## config.mk

```make
export PLATFORM = sky130hd
export DESIGN_NAME = hamming_encoder_7_4_stream
export DESIGN_NICKNAME = d
export VERILOG_FILES = /design/src/rtl/hamming_encoder_7_4_stream.sv
export SDC_FILE = /design/constraint.sdc
export NUM_CORES = 1
export LEC_CHECK = 0
export ABC_AREA = 1
export CAP_MARGIN = 10
export CORE_MARGIN = 2
export CORE_UTILIZATION = 35
export DETAILED_ROUTE_END_ITERATION = 10
export PLACE_DENSITY = 0.68
export SYNTH_ARGS = -nofsm -noshare
export SYNTH_HDL_FRONTEND = slang
export SYNTH_SLANG_ARGS = --single-unit
```

## constraint.sdc

```tcl
create_clock -name clk -period 1.6 [get_ports clk]
set_clock_uncertainty 0.15 [all_clocks]
set_input_delay 0.24 -clock clk [delete_from_list [all_inputs] [get_ports clk]]
set_output_delay 0.24 -clock clk [all_outputs]
set_load 0.01 [all_outputs]
```

## src/rtl/hamming_encoder_7_4_stream.sv

```systemverilog
// Streaming Hamming(7,4) encoder. Each accepted byte becomes two 7-bit
// codewords: the low nibble first, then the high nibble (out_last=1).
// An optional single-bit error can be injected into both codewords of a
// byte for exercising downstream decoders.
module hamming_encoder_7_4_stream (
    input  logic        clk,
    input  logic        rst,
    input  logic        in_valid,
    output logic        in_ready,
    input  logic [7:0]  in_byte,
    input  logic [2:0]  inject_pos,
    output logic        out_valid,
    input  logic        out_ready,
    output logic [6:0]  out_codeword,
    output logic        out_last,
    output logic [15:0] cw_count
);

    typedef enum logic [1:0] {
        IDLE = 2'd0,
        LO   = 2'd1,
        HI   = 2'd2
    } state_t;

    state_t      state_q, state_d;
    logic [3:0]  hi_nib_q, hi_nib_d;   // only the high nibble outlives the accept cycle
    logic [2:0]  inj_q, inj_d;
    logic [6:0]  cw_q, cw_d;
    logic        last_q, last_d;
    logic        valid_q, valid_d;
    logic [15:0] cnt_q, cnt_d;

    logic        in_xfer;
    logic        out_xfer;

    // Layout: {d3, d2, d1, P4, d0, P2, P1}, bit 0 = P1.
    function automatic logic [6:0] encode(input logic [3:0] d);
        logic p1, p2, p4;
        p1 = d[0] ^ d[1] ^ d[3];
        p2 = d[0] ^ d[2] ^ d[3];
        p4 = d[1] ^ d[2] ^ d[3];
        return {d[3], d[2], d[1], p4, d[0], p2, p1};
    endfunction

    // Injection is applied after parity generation, so the codeword carries
    // a genuine single-bit error at position pos (1-based).
    function automatic logic [6:0] inject(input logic [6:0] cw, input logic [2:0] pos);
        if (pos == 3'd0)
            return cw;
        return cw ^ (7'd1 << (pos - 3'd1));
    endfunction

    // Ready while idle, or while the final codeword of a byte is leaving,
    // which lets back-to-back bytes stream with no bubble.
    always_comb begin
        in_ready = ~rst & ((state_q == IDLE) | ((state_q == HI) & out_ready));
    end

    assign out_valid    = valid_q;
    assign out_codeword = cw_q;
    assign out_last     = last_q;
    assign cw_count     = cnt_q;

    assign in_xfer  = in_valid & in_ready;
    assign out_xfer = valid_q & out_ready;

    // Next-state / next-output computation for the three-state sequencer.
    always_comb begin
        state_d  = state_q;
        hi_nib_d = hi_nib_q;
        inj_d    = inj_q;
        cw_d     = cw_q;
        last_d   = last_q;
        valid_d  = valid_q;
        cnt_d    = out_xfer ? cnt_q + 16'd1 : cnt_q;

        case (state_q)
            IDLE: begin
                if (in_xfer) begin
                    state_d  = LO;
                    hi_nib_d = in_byte[7:4];
                    inj_d    = inject_pos;
                    cw_d     = inject(encode(in_byte[3:0]), inject_pos);
                    last_d   = 1'b0;
                    valid_d  = 1'b1;
                end
            end
            LO: begin
                if (out_xfer) begin
                    state_d = HI;
                    cw_d    = inject(encode(hi_nib_q), inj_q);
                    last_d  = 1'b1;
                end
            end
            HI: begin
                if (out_xfer) begin
                    if (in_xfer) begin
                        state_d  = LO;
                        hi_nib_d = in_byte[7:4];
                        inj_d    = inject_pos;
                        cw_d     = inject(encode(in_byte[3:0]), inject_pos);
                        last_d   = 1'b0;
                        valid_d  = 1'b1;
                    end else begin
                        // codeword and last are left as-is while idle
                        state_d = IDLE;
                        valid_d = 1'b0;
                    end
                end
            end
            default: begin
                state_d = IDLE;
                valid_d = 1'b0;
            end
        endcase
    end

    // State and output registers; reset drops any pending codewords.
    always_ff @(posedge clk) begin
        if (rst) begin
            state_q  <= IDLE;
            hi_nib_q <= 4'h0;
            inj_q    <= 3'd0;
            cw_q     <= 7'd0;
            last_q   <= 1'b0;
            valid_q  <= 1'b0;
            cnt_q    <= 16'd0;
        end else begin
            state_q  <= state_d;
            hi_nib_q <= hi_nib_d;
            inj_q    <= inj_d;
            cw_q     <= cw_d;
            last_q   <= last_d;
            valid_q  <= valid_d;
            cnt_q    <= cnt_d;
        end
    end

endmodule
```

# == After elaboration in Yosys (flattened, before gate mapping) ==
# Cells that the tools add are included.
# totals
ff_bits,34
in_bits,15
wordCells,86
# op_classes
n_addsub,3
eq_ne,6
shift,2
n_mux,37
bitwise_logic,21
n_reduce_logical,10
# op_table
operator,count
two-way mux 7 bit,9
one-hot mux 7 bit (3 select lines),1
adder 16 x 1 -> 16 bit (second input constant),1
two-way mux 1 bit,15
left shift 1 x 3 -> 7 bit (first input constant),2
bitwise XOR 7 bit,2
bitwise XOR 1 bit,12
AND reduction 3 bit,3
two-way mux 4 bit,2
inequality test 2 bit (second input constant),4
one-hot mux 4 bit (2 select lines),1
zero test 3 bit,2
two-way mux 2 bit,3
two-way mux 3 bit,2
one-hot mux 1 bit (3 select lines),2
one-hot mux 2 bit (3 select lines),1
one-hot mux 3 bit (2 select lines),1
subtractor 3 x 1 -> 3 bit (second input constant),2
AND reduction 5 bit,1
bitwise AND 1 bit,4
nonzero test 3 bit,1
== test 2 x 1 -> 1 bit (second input constant),1
== test 2 bit (second input constant),1
zero test 2 bit,1
other kinds (4),5

# == Depth between registers and ports, before layout ==
# Gate-level depths: netlist (run 1).
# logic_depth
ltp_word,12
mapped_depth,11

# == Worst setup path before layout (run 1) ==
# OpenSTA, ideal clock, no wires.
# synth_path
path_kind,register to register
start,"register cnt_q[0], in the netlist cw_count[0]"
end,"register cnt_q[12], in the netlist cw_count[12]"
setup_ns,0.117
arrival_ns,1.226
required_ns,1.333
path_slack_ns,0.107
path_stages_with_launch,9
n_path_buf,0
path_cell_list,dfxtp_1 > ha_1 > inv_1 > nor2_4 > nand3_2 > nor2_4 > nand2_1 > o21ai_0 > nor2_1
# synth_between
elab_chain_cells,1
# synth_rtl
item,line_no,source
start: declaration,31,"logic [15:0] cnt_q, cnt_d;"
start signal: assignment,135,cnt_q <= cnt_d;
adder 16 x 1 -> 16 bit,75,cnt_d = out_xfer ? cnt_q + 16'd1 : cnt_q;
# No other way between the ends.
# A chain may end at the register's enable or synchronous reset.

# == Worst setup path in the final report (run 1) ==
# layout_path
start,"register cw_q[1], in the netlist out_codeword[1]"
end,output port out_codeword[1]
# layout_rtl
item,line_no,source
start: declaration,28,"logic [6:0] cw_q, cw_d;"
start signal: assignment,132,cw_q <= cw_d;
end: declaration,14,"output logic [6:0] out_codeword,"
# No word-level cell between the ends.

==> impl_metrics.toml, run 1 <==
[power]
p_leak_nw = 1.36
pwr-share-seq_pct = 46.2
p_sw_mw = 0.577
p_comb_share_pct = 20.6
pwr-share-clk_pct = 33.2
finalPower_mw = 2.00
switching_share_pct = 28.9
max-vdd-ir-drop_mv = 0.487
intPower_mw = 1.42
p_per_area_mw_per_mm2 = 726

[die]
fp-row-count = 27
die_x_um = 79.6
design.core.area_mm2 = 0.00551
die_h_um = 79.6
ioPinCount = 41
die-area_mm2 = 0.00634
floorplan.initialDensity_pct = 36.4

[worst_setup_path]
start_kind = "register"
arrival_ps = 1170
path_cells = "clkdlybuf4s50_1"
cpLargestDelayFamily = "buffers and inverters"
worstPathRequired_ps = 1210
critical_path_class = "reg2out"
end_kind = "output port"
max_stage_delay_ps = 540
cp.buffers_inverters = 1
critPathMaxFanout = 2
cpMaxStageDelayCell = "clkdlybuf4s50_1"

[layout]
layout_commonest_cell = "nand2_1"
fill_cells = 553
num_antenna_cells = 0
area_growth_syn_to_layout_pct = 37.6
multi_input_area_mm2 = 0.00111
fin_cells = 456
regArea_um2 = 688
drive_gt1_share_pct = 14.6
nets = 399
final_cell_mix = "76 x nand2_1, 49 x inv_1, 37 x nand3_1, 30 x dfxtp_1, 27 x a21oi_1"

[synthesis]
synth.distinct_cells = 28
yosys.area_share.simple_pct = 37.6
netlist_area_mm2 = 0.00200
synth_top_area_share_pct = 34.0
synth_adder_area_share_pct = 0.625
synth_ff_type = "dfxtp_1"
synth_nets = 331
synthXorXnorAreaFrac_pct = 0.437
synth_compound_area_share_pct = 16.2
synth_top_family_by_area = "simple AND/OR/NAND/NOR gates"
synthArstFlopShare_pct = 0
synthMuxAreaShare_pct = 0
synth-edff-count = 0
synth_top_area_cell = "dfxtp_1"
yosysSeqAreaShare_pct = 34.0
post_synth.cell_area_avg_um2 = 6.36
ys_top_cells_by_area = "dfxtp_1 34%, nand2_1 14%, nand3_1 9.5%"
syn_inst = 315
yosysWarnings = 0
ys_ff_latch = 34

[clock_network]
cts-htree-levels = 2
tritoncts = "built"
hold_buffers = 0
root_buffer = "clkbuf_8"
path_clk_slew_ps = 60
clock_latency_ps = 290
cts_sinks = 34
clk_path_buf_depth = 2
cts_made_buffers = 5

[placement]
port_buffers = 40
dp_cells = 446
dp_hpwl_um = 3790
globalplace.congestion = 0.844

[detailed_routing]
vias = 2186
dr.first_iter.drc_count = 75
drc = 0
first_pass_iters = 4
postRouteAntennaNets = 0
wl_um = 4950
viasPerCell = 4.79
wl_per_cell_um = 10.9

[timing]
fin_crit_sh_pct = 97.6
worst_pin_slew_ps = 316
relSlewSlack_pct = 78.8
clock.fmax_mhz = 640
final_hold_viol_count = 0
finalSetupViolCount = 0
finalMaxSlewViolations = 0
min_period_ps = 1560
setup_tns_ps = 0

[global_route]
grt_usage_pct = 16.4
grt_max_degree = 15
antenna_found_initial = 0
grt_pass1_vias = 1931
gr-total-overflow = 0
grt_pass1_wl_um = 8340

[status]
status = "finished clean"

[flow_run]
max_cap_violations = 0

[worst_hold_path]
min_path_type = "reg2reg"
## flip-flops by register name (all words and copies together), names as in the netlist
register / flops
cw_count: 16
out_codeword: 7
hi_nib_q: 4
inj_q: 3
state_q: 2
out_last: 1
out_valid: 1
## logic make-up after synthesis
| kind of cell | count (synthesis) |
|---|---|
| AND/OR/NAND/NOR | 162 |
| adder cells (fa/ha/maj) | 1 |
| buffers and inverters | 56 |
| AO/OA/AOI/OAI | 61 |
| flip-flops | 34 |
| XOR/XNOR | 1 |
## timing repair
item,in CTS,in global routing
setup buffers,0,2
pin swaps,0,3
gates resized for setup,24,12
endpoints found under the setup margin,18,25
endpoints found under the hold margin,0,0
## per-stage QoR
stage / setup slack, ps / hold slack (ps) / area, um2 / utilization [%]
6_report: 38.3 / 334 / 2750 / 50.0
3_3_place_gp: -313 / 318 / 2640 / 48.0
4_1_cts: 1.38 / 336 / 2720 / 49.5
5_1_grt: -3.99 / 359 / 2750 / 50.0
2_1_floorplan: 107 / 235 / 2000 / -
3_5_place_dp: -314 / 305 / 2640 / 48.0
## cell usage after synthesis, types with 2 or more instances
cell type and number:
a21oi_1 27, a31oi_1 3, clkbuf_1 2, dfxtp_1 34, inv_1 49, inv_4 2, nand2_1 77, nand2_4 2
nand3_1 38, nand3_2 2, nand4_1 6, nor2_1 23, nor2_4 5, nor3_1 5, o21ai_0 26, o21ba_2 2
## path summary, 6_finish.rpt
check	start	slack, ps	endpoint	cells after the start
setup reg to reg	state_q[0]	110	out_codeword[4]	8
hold reg to reg	out_last	330	out_last	2
hold / removal	out_last	330	out_last	2
setup / recovery	out_codeword[1]	40	out_codeword[1]	1
## power by group through the flow
stage	Combinational, mW	Clock (mW)	Sequential (mW)
global route	0.465	0.729	0.929
global placement	0.405	0	0.944
floorplan	0.221	0	0.948
CTS	0.411	0.683	0.922
finish	0.412	0.664	0.923
detailed placement	0.412	0	0.944
## worst reg2reg max path, cell delays in order, from the launching register on
cell,delay [ps]
dfxtp_1,310
inv_1,70
nor2_2,170
inv_1,170
nand2_2,110
nand2_4,90
buf_4,150
nor2_1,110
nor2_1,50
## per-layer routing
| metal | up-vias | global-route usage [%] | share of wire [%] |
|---|---|---|---|
| li1 | 1155 | - | - |
| met1 | 984 | 21.7 | 50 |
| met2 | 41 | 26.7 | 45 |
| met3 | 6 | 3.05 | 3.6 |
| met4 | 0 | 5.69 | 1.5 |
| met5 | - | 0 | 0 |
## layout make-up
type / count / share of cell area [%]
clock buffer: 6 / 3.00
clock inverter: 2 / 0.454
inverter: 52 / 7.27
multi-input combinational: 225 / 40.2
sequential: 34 / 25.0
tap: 72 / 3.27
timing repair buffer: 65 / 20.9
Note: power is estimated with default switching activity, not from simulation.
==> run 2: changes to the inputs <==
SLEW_MARGIN = 25   (was unset)
==> results of run 2 <==
Final layout, timing and power as in run 1 (identical DEF).
==> RTL edit, RTL diff (config.mk and constraints of run 2) <==
Make the reset (`rst`) asynchronous in one clocked block.
--- a/src/rtl/hamming_encoder_7_4_stream.sv
+++ b/src/rtl/hamming_encoder_7_4_stream.sv
@@ -118,3 +118,3 @@
     // State and output registers; reset drops any pending codewords.
-    always_ff @(posedge clk) begin
+    always_ff @(posedge clk or posedge rst) begin
         if (rst) begin
Behaviour: differs if rst is asserted again (counterexample within 4 cycles, from zero or initial values and one cycle with rst high); with rst held inactive, the same outputs for 4 cycles.
==> RTL edit against run 2 <==
- utilization rose by 3.0 points
- cell area rose by 15%
- synthesized area rose by 7.8%
- synthesized cell count fell by 7.3%
- first-iteration DRC count fell by 11%
- sequential cell count did not move
- non-clock buffer count rose by 13
- wire length rose by 5.1%
- count of clock-buffer cells in the layout fell by 1
- setup slack got worse by 0.0028 ns
Power is not compared: it rests on default switching activity, and its combinational part moved more than twofold at a synthesized area within 25%.
==> RTL edit: results <==
yosys:
  yosysWarnings: 0
  synth.area.top_cells: "dfrtp_1 39%, nand2_1 18%, nand3_1 9.0%, inv_1 5.4%, xor2_1 4.5%"
  synth_nets: 308
  synthArstFlopShare: 1.00
  synth_common_cells: "104 x nand2_1, 39 x nand3_1, 34 x dfrtp_1"
  synth_cell_types: 31
  synth.yosys.seq_area_share: 0.394
setup_path:
  worst-r2r-setup-slack_ns: 0.04
  reg2reg_to: "out_codeword[4]"
  cpPeakStageDelay_ns: 0.53
  cp.arrival_ns: 1.17
  reg2reg_from: "state_q[1]"
  worstSetupEndpointType: "output pin"
  cp_top_family: "buffers and inverters"
  r2r_cells: 7
  crit_fanout: 2
  startpoint: "out_codeword[2]"
  endpoint: "out_codeword[2]"
cts:
  clk_latency_ns: 0.29
  clockBufferDepth: 2
  cts.clk_slew.worst_paths_ns: 0.08
  cts_buffers: 5
  cts_root_buf: "clkbuf_8"
placement:
  post-place-ws_ns: -0.248
  hpwl_um: 3860
  place.gp.congestion: 0.812
layout:
  nets: 390
  largest_reg_flops: 16
  nFillCells: 574
  n_antenna_cell: 0
  drive_gt1_frac: 0.256
routing:
  dr.pass1.iters: 5
  drtIter0Drc: 67
  dr_total_vias: 2110
  wl_per_cell_um: 11.6
global_routing:
  grt_max_degree: 35
  grt_pass1_wl_um: 8710
  track_usage: 0.165
  antenna_found_initial: 0
  grt_pass1_vias: 1975
run_status:
  status: "finished, final reports clean"
timing:
  relSlewSlack: 0.814
  post-route-min-period_ns: 1.56
power_and_ir_drop:
  p_leak_nw: 1.86
  ir_worst_vdd_mv: 0.755
worst_hold_path:
  hp-class: "input port to asynchronous set/reset pin"
[RTL edit: changes by cell type in the layout (fill, tap and decap cells not counted), sizes merged, moves of 3 or more]
cell / change
a21oi: -23
dlygate4sd2: -10
a31oi: -3
dfxtp: -34
clkdlybuf4s50: -3
o21ai: -13
nor2: -12
dlymetal6s2s: +13
nand2: +32
xnor2: +5
buf: +12
xor2: +10
inv: -14
dfrtp: +34
[RTL edit: layout make-up]
type / count / area [um2] / share of cell area
Multi-Input combinational cell: 216 / 1150 / 0.365
Sequential cell: 34 / 858 / 0.272
Timing Repair Buffer: 78 / 762 / 0.241
Inverter: 39 / 154 / 0.0487
Tap cell: 75 / 93.8 / 0.0297
Clock buffer: 5 / 68.8 / 0.0218
Clock inverter: 3 / 68.8 / 0.0218
[RTL edit: power by group through the flow]
| stage | sequential, mW | combinational (mW) | clock [mW] |
|---|---|---|---|
| 6_report | 1.39 | 2.49 | 0.973 |
| 5_1_grt | 1.43 | 2.78 | 1.02 |
| 4_1_cts | 1.38 | 2.27 | 0.991 |
| 3_5_place_dp | 1.44 | 2.16 | 0 |
| 3_3_place_gp | 1.44 | 2.11 | 0 |
| 2_1_floorplan | 1.48 | 1.30 | 0 |
[RTL edit: logic make-up after synthesis]
group	share of synthesized area
simple gates	0.381
buf+inv	0.0817
flops	0.394
compound gates	0.0684
xor+xnor	0.0684
fa+ha+maj	0.00580
[RTL edit: worst min-delay path by stage]
stage | to | slack (ns)
2_1_floorplan | hi_nib_q[0] | 0.20
3_3_place_gp | out_last | 0.31
3_5_place_dp | out_last | 0.31
4_1_cts | cw_count[9] | 0.19
5_1_grt | cw_count[9] | 0.20
6_report | cw_count[9] | 0.18
[RTL edit: through the flow]
stage	std cells	utilization	cell area, um2
global placement	424	0.470	2800
detailed placement	424	0.470	2800
finish	450	0.530	3160
global route	450	0.530	3160
CTS	444	0.508	3030
floorplan	292	-	2160
[RTL edit: layer usage]
| metal | vias to the layer above | global-route usage | wire [um] |
|---|---|---|---|
| met3 | 5 | 0.0283 | 219 |
| met5 | - | 0 | 0 |
| met2 | 44 | 0.271 | 2490 |
| met4 | 0 | 0.0410 | 51 |
| met1 | 979 | 0.227 | 2450 |
| li1 | 1082 | - | - |
[RTL edit: repair_timing]
item                       CTS  global route
setup endpoints to repair   18            28
buffers inserted            12             6
pin swaps                    2             8
resized for setup           14            34
